[config.mk]
export PLATFORM = sky130hd
export DESIGN_NAME = dili_intt_scale
export DESIGN_NICKNAME = d
export VERILOG_FILES = /design/src/rtl/dili_intt_scale.sv
export SDC_FILE = /design/constraint.sdc
export NUM_CORES = 2
export LEC_CHECK = 0
export CELL_PAD_IN_SITES_DETAIL_PLACEMENT = 0
export CELL_PAD_IN_SITES_GLOBAL_PLACEMENT = 1
export CORE_MARGIN = 2
export CORE_UTILIZATION = 35
export DETAILED_ROUTE_END_ITERATION = 8
export PLACE_DENSITY_LB_ADDON = 0.1
export SETUP_SLACK_MARGIN = 0.02
export SLEW_MARGIN = 10
export SYNTH_ARGS = -nofsm -noshare
export SYNTH_HDL_FRONTEND = slang
export SYNTH_SLANG_ARGS = --single-unit
[constraint.sdc]
create_clock -name clk_i -period 9.1 [get_ports clk_i]
set_input_delay 1.365 -clock clk_i [delete_from_list [all_inputs] [get_ports clk_i]]
set_output_delay 1.365 -clock clk_i [all_outputs]
set_load 0.02 [all_outputs]
[src/rtl/dili_intt_scale.sv]
// Final INTT scaling stage: multiplies each coefficient by F, Montgomery-reduces it
// and emits canonical values in [0, Q) through a three-stage valid/ready pipeline.
module dili_intt_scale #(
    parameter int          WIDTH = 32,
    parameter int unsigned QINV  = 32'd58728449,
    parameter int          Q     = 8380417,
    parameter int          N     = 256,
    parameter int          F     = 41978,
    parameter int          IW    = $clog2(N)
) (
    input  logic             clk_i,
    input  logic             rst_ni,
    input  logic             in_valid_i,
    output logic             in_ready_o,
    input  logic [WIDTH-1:0] in_data_i,
    input  logic             in_last_i,
    output logic             out_valid_o,
    input  logic             out_ready_i,
    output logic [WIDTH-1:0] out_data_o,
    output logic [IW-1:0]    out_idx_o,
    output logic             out_last_o,
    output logic             frame_err_o
);

    localparam int DW = 2 * WIDTH;

    localparam logic [DW-1:0]    F_EXT    = DW'(F);
    localparam logic [DW-1:0]    Q_EXT    = DW'(Q);
    localparam logic [WIDTH-1:0] QINV_W   = WIDTH'(QINV);
    localparam logic [WIDTH-1:0] Q_W      = WIDTH'(Q);
    localparam logic [IW-1:0]    LAST_IDX = IW'(N - 1);

    logic             en;
    logic             accept;
    logic             xfer;

    logic             s1_valid_reg;
    logic [DW-1:0]    s1_prod_reg;
    logic [DW-1:0]    s1_prod_next;

    logic             s2_valid_reg;
    logic [DW-1:0]    s2_prod_reg;
    logic [WIDTH-1:0] s2_t_reg;
    logic [WIDTH-1:0] s2_t_next;

    logic             out_valid_reg;
    logic [WIDTH-1:0] out_data_reg;
    logic [WIDTH-1:0] out_data_next;

    logic [IW-1:0]    in_cnt_reg;
    logic [IW-1:0]    in_cnt_next;
    logic [IW-1:0]    out_cnt_reg;
    logic [IW-1:0]    out_cnt_next;
    logic             frame_err_reg;
    logic             frame_err_next;

    logic [DW-1:0]    in_ext;
    logic [DW-1:0]    t_ext;
    logic [DW-1:0]    tq;
    logic [DW-1:0]    diff;
    logic [WIDTH-1:0] r;
    logic             unused_diff_low;

    assign en     = !out_valid_reg || out_ready_i;
    assign accept = in_valid_i && en;
    assign xfer   = out_valid_reg && out_ready_i;

    // Only the low DW bits of each product are kept, so the same multiply
    // serves signed operands once they are sign-extended to DW.
    always_comb begin
        in_ext       = {{WIDTH{in_data_i[WIDTH-1]}}, in_data_i};
        s1_prod_next = in_ext * F_EXT;
    end

    assign s2_t_next = s1_prod_reg[WIDTH-1:0] * QINV_W;

    // t is chosen so the low half of p - t*Q is zero; the high half is the reduced value.
    always_comb begin
        t_ext         = {{WIDTH{s2_t_reg[WIDTH-1]}}, s2_t_reg};
        tq            = t_ext * Q_EXT;
        diff          = s2_prod_reg - tq;
        r             = diff[DW-1:WIDTH];
        out_data_next = r[WIDTH-1] ? (r + Q_W) : r;
    end

    assign unused_diff_low = |diff[WIDTH-1:0];

    always_comb begin
        in_cnt_next    = in_cnt_reg;
        out_cnt_next   = out_cnt_reg;
        frame_err_next = frame_err_reg;
        if (accept) begin
            in_cnt_next = (in_cnt_reg == LAST_IDX) ? '0 : in_cnt_reg + IW'(1);
            if (in_last_i != (in_cnt_reg == LAST_IDX)) begin
                frame_err_next = 1'b1;
            end
        end
        if (xfer) begin
            out_cnt_next = (out_cnt_reg == LAST_IDX) ? '0 : out_cnt_reg + IW'(1);
        end
    end

    // All stages advance together; bubbles shift exactly like valid data.
    always_ff @(posedge clk_i or negedge rst_ni) begin
        if (!rst_ni) begin
            s1_valid_reg  <= 1'b0;
            s1_prod_reg   <= '0;
            s2_valid_reg  <= 1'b0;
            s2_prod_reg   <= '0;
            s2_t_reg      <= '0;
            out_valid_reg <= 1'b0;
            out_data_reg  <= '0;
        end else if (en) begin
            s1_valid_reg  <= accept;
            s1_prod_reg   <= s1_prod_next;
            s2_valid_reg  <= s1_valid_reg;
            s2_prod_reg   <= s1_prod_reg;
            s2_t_reg      <= s2_t_next;
            out_valid_reg <= s2_valid_reg;
            out_data_reg  <= out_data_next;
        end
    end

    always_ff @(posedge clk_i or negedge rst_ni) begin
        if (!rst_ni) begin
            in_cnt_reg    <= '0;
            out_cnt_reg   <= '0;
            frame_err_reg <= 1'b0;
        end else begin
            in_cnt_reg    <= in_cnt_next;
            out_cnt_reg   <= out_cnt_next;
            frame_err_reg <= frame_err_next;
        end
    end

    assign in_ready_o  = en;
    assign out_valid_o = out_valid_reg;
    assign out_data_o  = out_data_reg;
    assign out_idx_o   = out_cnt_reg;
    assign out_last_o  = out_valid_reg && (out_cnt_reg == LAST_IDX);
    assign frame_err_o = frame_err_reg;

endmodule

Word level (Yosys, flattened, before mapping) --
Cells that the tools add are included.
Storage, ports and cells: bits in registers 209, input port bits 37, logic and storage cells 29
Cells by class: $add $sub $neg 4, equal/unequal tests 3, mux-type cells 3, reductions and logical operators 6, $mul 3
Operator list (number):
- $mul 64x15->63 const B | 1
- $sub 64x64->64 | 1
- $mul 63x23->63 const B | 1
- $add 32x23->32 const B | 1
- $mux 32 | 1
- $mul 31x26->31 const B | 1
- $add 8x1->8 const B | 2
- $eq 8x8->1 const B | 2
- $mux 8 | 2
- $logic_and 1x1->1 | 3
- $reduce_and 2->1 | 1
- $logic_not 1->1 | 1
- $logic_or 1x1->1 | 1
- $ne 1x1->1 | 1

Depth between registers and ports, before layout --
depth in word-level cells 4, gate-level depth with buffers 38

Worst setup path before layout --
No wires, ideal clock.
path type flip-flop to flip-flop, start point register s2_t_reg[31], end point register out_data_reg[27] (netlist: out_data_o[27]), required time 9.031 ns, path buffers 4, data arrival time 10.003 ns, library setup time 0.069 ns, period minus slack after synthesis 10.072 ns, slack -0.972 ns, cell stages (with the launch flop) 36, cells stage by stage dfrtp_1 > clkbuf_1 > clkbuf_1 > xnor2_1 > inv_1 > fa_1 > fa_1 > fa_1 > inv_1 > fa_1 > fa_1 > ha_1 > ha_1 > clkbuf_1 > a21oi_1 > o21ai_0 > a21oi_1 > o21ai_0 > and3_1 > o31ai_1 > nand2b_1 > xnor2_1 > ha_1 > clkbuf_1 > a21o_1 > a21o_1 > a21oi_1 > o21ai_0 > a221oi_1 > a21boi_0 > a211oi_2 > xnor2_2 > nand2b_4 > or3_1 > or3_1 > nand3_1
On the way: cells in the longest elaborated chain, start to end 4
RTL lines:
- start: declaration | RTL line 43 | logic [WIDTH-1:0] s2_t_reg;
- start signal: assignment | RTL line 118 | s2_t_reg <= s2_t_next;
- $mul 63x23->63 (*) | RTL line 80 | tq = t_ext * Q_EXT;
- $sub 64x64->64 (*) | RTL line 81 | diff = s2_prod_reg - tq;
- $add 32x23->32 | RTL line 83 | out_data_next = r[WIDTH-1] ? (r + Q_W) : r;
- $mux 32 (*) | RTL line 83
- end signal: assignment | RTL line 120 | out_data_reg <= out_data_next;
- end: declaration | RTL line 47 | logic [WIDTH-1:0] out_data_reg;
Every way passes the cells marked *; elsewhere a longest branch is shown, timed or not. A chain may end at the register's enable or synchronous reset.

Worst setup path after layout --
start point register s2_t_reg[14], end point register out_data_reg[29] (netlist: out_data_o[29])
Same word-level chain as after synthesis.

==> metrics list <==
- The initial antenna violation count was 3.
- In this run the core area contains 107 standard-cell rows.
- Port buffering added 80 buffers.
* Unique cell type count in the Yosys netlist: 83
* Final cell count without fillers: 4746
* Crit-path slowest cell: sky130_fd_sc_hd__fa_2
* Hold-fix buffer count after cts: 0
* Area of placed instances: 35400 um2
* Layout cell share with drive strength beyond 1: 0.204
* Top cell type's share of synthesized area: 0.297
* First-iteration detailed-routing DRC count: 891
- Setup repair after global routing could not meet its margin everywhere.
- Reg2Reg Setup Slack: -10 ps
- The tree built by TritonCTS fans out to 196 sinks.
- The library cell used most frequently in the layout, excluding fill and tap cells, is sky130_fd_sc_hd__buf_4.
- Max Cap Viol: 0
- Slowest cell delay on critical path: 620 ps
- Total length of routed wires: 88000 um
- For hold timing, the worst endpoint is frame_err_o.
- Ys async rst share: 1.00
* Number of standard cells after synthesis: 3108
* Worst min-delay path category: flop to flop
- The run finished, with violations left.
- Synthesis Warnings: 0
- Yosys attributes the largest share of cell area to sky130_fd_sc_hd__fa_1 30%, sky130_fd_sc_hd__ha_1 19%, sky130_fd_sc_hd__dfrtp_1 16%.
* Horizontal die dimension: 298 um
* Sequential-to-total area share from yosys stat: 0.162
* Setup WS pre-CTS: -663 ps
* Seq cells post-synth: 196
- Number of global-route vias before repair: 24944
- Final #Nets: 4532
* Register cell area after layout: 4920 um2
- The total overflow left after global routing is 0.
- The floorplan step set the die height to 298 um.
- Critical path type: flop to flop
- The library cells used most frequently in the layout, excluding fill and tap cells, are 434 x sky130_fd_sc_hd__buf_4, 432 x sky130_fd_sc_hd__fa_1, 421 x sky130_fd_sc_hd__ha_1.
- Once routing completed, OpenROAD measured the worst setup slack at -12.0 ps.
* Net count of the mapped netlist: 4052
- Critical R2R Launch: s2_t_reg[14]
- GRT Resource Usage Total: 0.202
- Worst max-slew margin expressed relative to the limit: 0.281
- Number of flops mapped to enable cells by yosys: 0
- Count of endpoints failing hold in the final timing report: 0
- The initial utilization of the core area, before any placement, comes to 0.355.
- Arrival time at the worst endpoint: 9470 ps
- Number of cells on the worst hold path: 1
- Violations in the final reports: negative setup slack
* Global-route wire length before repair: 140000 um
- After detailed routing, the number of vias per cell comes to 4.87.
- STA classifies the critical path endpoint as a flop.
- Final routed wire length divided by cell count: 18.6 um
* Number of primary I/O pins: 81
- Design Area, Final: 37600 um2
* Clk Latency, worst-skew pair: 510 ps
- Combined area of the multi-input logic cells: 24700 um2
- Buffer depth of the longest clock path: 2
- Period minus WS final: 9110 ps
- Placed Instances: 4670
- In this run the critical register-to-register path is captured at out_data_o[29].
- After clock tree synthesis, the clock-pin slew on the worst setup and hold paths is 90 ps.
- Length in cells of the worst reg-to-reg path: 33
- From synthesis to final layout, the design area changed by 24.1%.
- DRT antenna net count: 0
- Maximum clock frequency: 0.110 GHz
* Kind of cell adding the most delay to the critical path: adder cells
* Count of unresolved DRC violations after routing: 0
- Core area: 85400 um2
- Summed over all nets, the half-perimeter wirelength after detailed placement is 75900 um.
* Area of the die: 88900 um2
- Total Neg Setup Slack: -34.4 ps
* Final setup fails: 3
* Synth area leader: sky130_fd_sc_hd__fa_1
- Top fanout value on the critical path: 4
* Synthesized area per cell: 9.75 um2
- Clk_skew: 17.3 ps
- Startpoint type of the worst setup path: flop
- For this run, the leading register cell type out of synthesis is sky130_fd_sc_hd__dfrtp_1.
- Fill cells in the final layout number 8311.
* Clock Root Buffer: sky130_fd_sc_hd__clkbuf_16
- The worst hold path begins at frame_err_o.
- Total via count after detailed routing: 23092
- Number of buffer and inverter stages on the critical path: 6
- Count of final max-slew check failures: 0
- TritonCTS created 17 clock buffers.
- Number of H-tree levels: 4
* Worst-Margin Slew: 1060 ps
* Largest net degree at the start of global routing: 103
- Area of the mapped netlist: 30300 um2
* CTS tree: yes
* Share of the clock period used by the worst path: 1.00
* Number of iterations in the first detailed-routing pass: 5
* Last weighted congestion value of the routability-driven placer: 0.888
* Required arrival time at the worst endpoint: 9460 ps
-- layer usage --
metal | share of wire | vias up | track usage | wire (um)
met4 | 0.012 | 0 | 0.0348 | 1040
met5 | 0 | - | 0 | 0
met3 | 0.021 | 49 | 0.0210 | 1860
li1 | - | 11259 | - | -
met1 | 0.49 | 11533 | 0.291 | 43400
met2 | 0.47 | 251 | 0.332 | 41700
-- worst max-delay path by stage --
| stage | from | to | slack, ps | depth (start not counted) |
|---|---|---|---|---|
| 6_report | s2_t_reg[14] | out_data_o[29] | -10 | 33 |
| 5_1_grt | s2_prod_reg[10] | out_data_o[30] | -300 | 35 |
| 4_1_cts | s2_prod_reg[11] | out_data_o[30] | -50 | 36 |
| 3_5_place_dp | s2_prod_reg[6] | out_data_o[30] | -660 | 34 |
| 3_3_place_gp | s2_prod_reg[6] | out_data_o[30] | -600 | 33 |
| 2_1_floorplan | s2_prod_reg[6] | out_data_o[30] | 20 | 34 |
-- cells by family after synthesis --
kind of cell	Yosys count	share of synthesized area
buffers and inverters	504	0.0628
DFF	196	0.162
and+or+nand+nor	699	0.104
adders and majority gates	907	0.486
xor gates and xnor gates	198	0.0577
AOI/OAI and AO/OA	593	0.124
muxes	11	0.00401
-- metrics by stage --
| step | utilization | hold slack, ps |
|---|---|---|
| final | 0.440 | 464 |
| after global routing | 0.440 | 500 |
| after CTS | 0.431 | 467 |
| after detailed placement | 0.414 | 446 |
| after global placement | 0.414 | 439 |
| after floorplan | - | 430 |
-- final cells by class --
type	instances	share of cell area
Antenna cell	1	0.0000666
Inverter	436	0.0437
Tap cell	1144	0.0381
Sequential cell	196	0.131
Clock buffer	18	0.0117
Clock inverter	14	0.00499
Timing Repair Buffer	529	0.113
Multi-Input combinational cell	2408	0.658
-- Yosys cell counts, types with 5 or more instances --
master / number
sky130_fd_sc_hd__mux2_2: 9
sky130_fd_sc_hd__or2_2: 12
sky130_fd_sc_hd__o211ai_1: 8
sky130_fd_sc_hd__a211oi_1: 18
sky130_fd_sc_hd__xor2_1: 84
sky130_fd_sc_hd__o21ai_0: 150
sky130_fd_sc_hd__nor3_1: 14
sky130_fd_sc_hd__a41o_1: 5
sky130_fd_sc_hd__o21a_1: 18
sky130_fd_sc_hd__nor2b_1: 8
sky130_fd_sc_hd__or3_1: 10
sky130_fd_sc_hd__a21boi_0: 6
sky130_fd_sc_hd__nand3_1: 30
sky130_fd_sc_hd__buf_2: 5
sky130_fd_sc_hd__and3_1: 19
sky130_fd_sc_hd__ha_1: 457
sky130_fd_sc_hd__nand4_1: 27
sky130_fd_sc_hd__and2_1: 19
sky130_fd_sc_hd__nand2b_1: 17
sky130_fd_sc_hd__o2111ai_1: 7
sky130_fd_sc_hd__fa_1: 450
sky130_fd_sc_hd__a21oi_1: 182
sky130_fd_sc_hd__xnor2_1: 112
sky130_fd_sc_hd__o31ai_1: 16
sky130_fd_sc_hd__nand2_1: 376
sky130_fd_sc_hd__o21bai_1: 24
sky130_fd_sc_hd__dfrtp_1: 196
sky130_fd_sc_hd__o21ai_1: 6
sky130_fd_sc_hd__a31oi_1: 20
sky130_fd_sc_hd__nor2_1: 136
sky130_fd_sc_hd__a311oi_1: 7
sky130_fd_sc_hd__clkbuf_1: 59
sky130_fd_sc_hd__inv_1: 436
sky130_fd_sc_hd__a21o_1: 78
-- what timing repair did --
item                       in CTS  in global routing
buffers inserted               29                 16
pin swaps                     134                104
resized for setup             120                146
setup endpoints to repair      32                 32
Power is not shown: default switching activity piles up to over one toggle a cycle in this logic, so the estimate is an artifact.
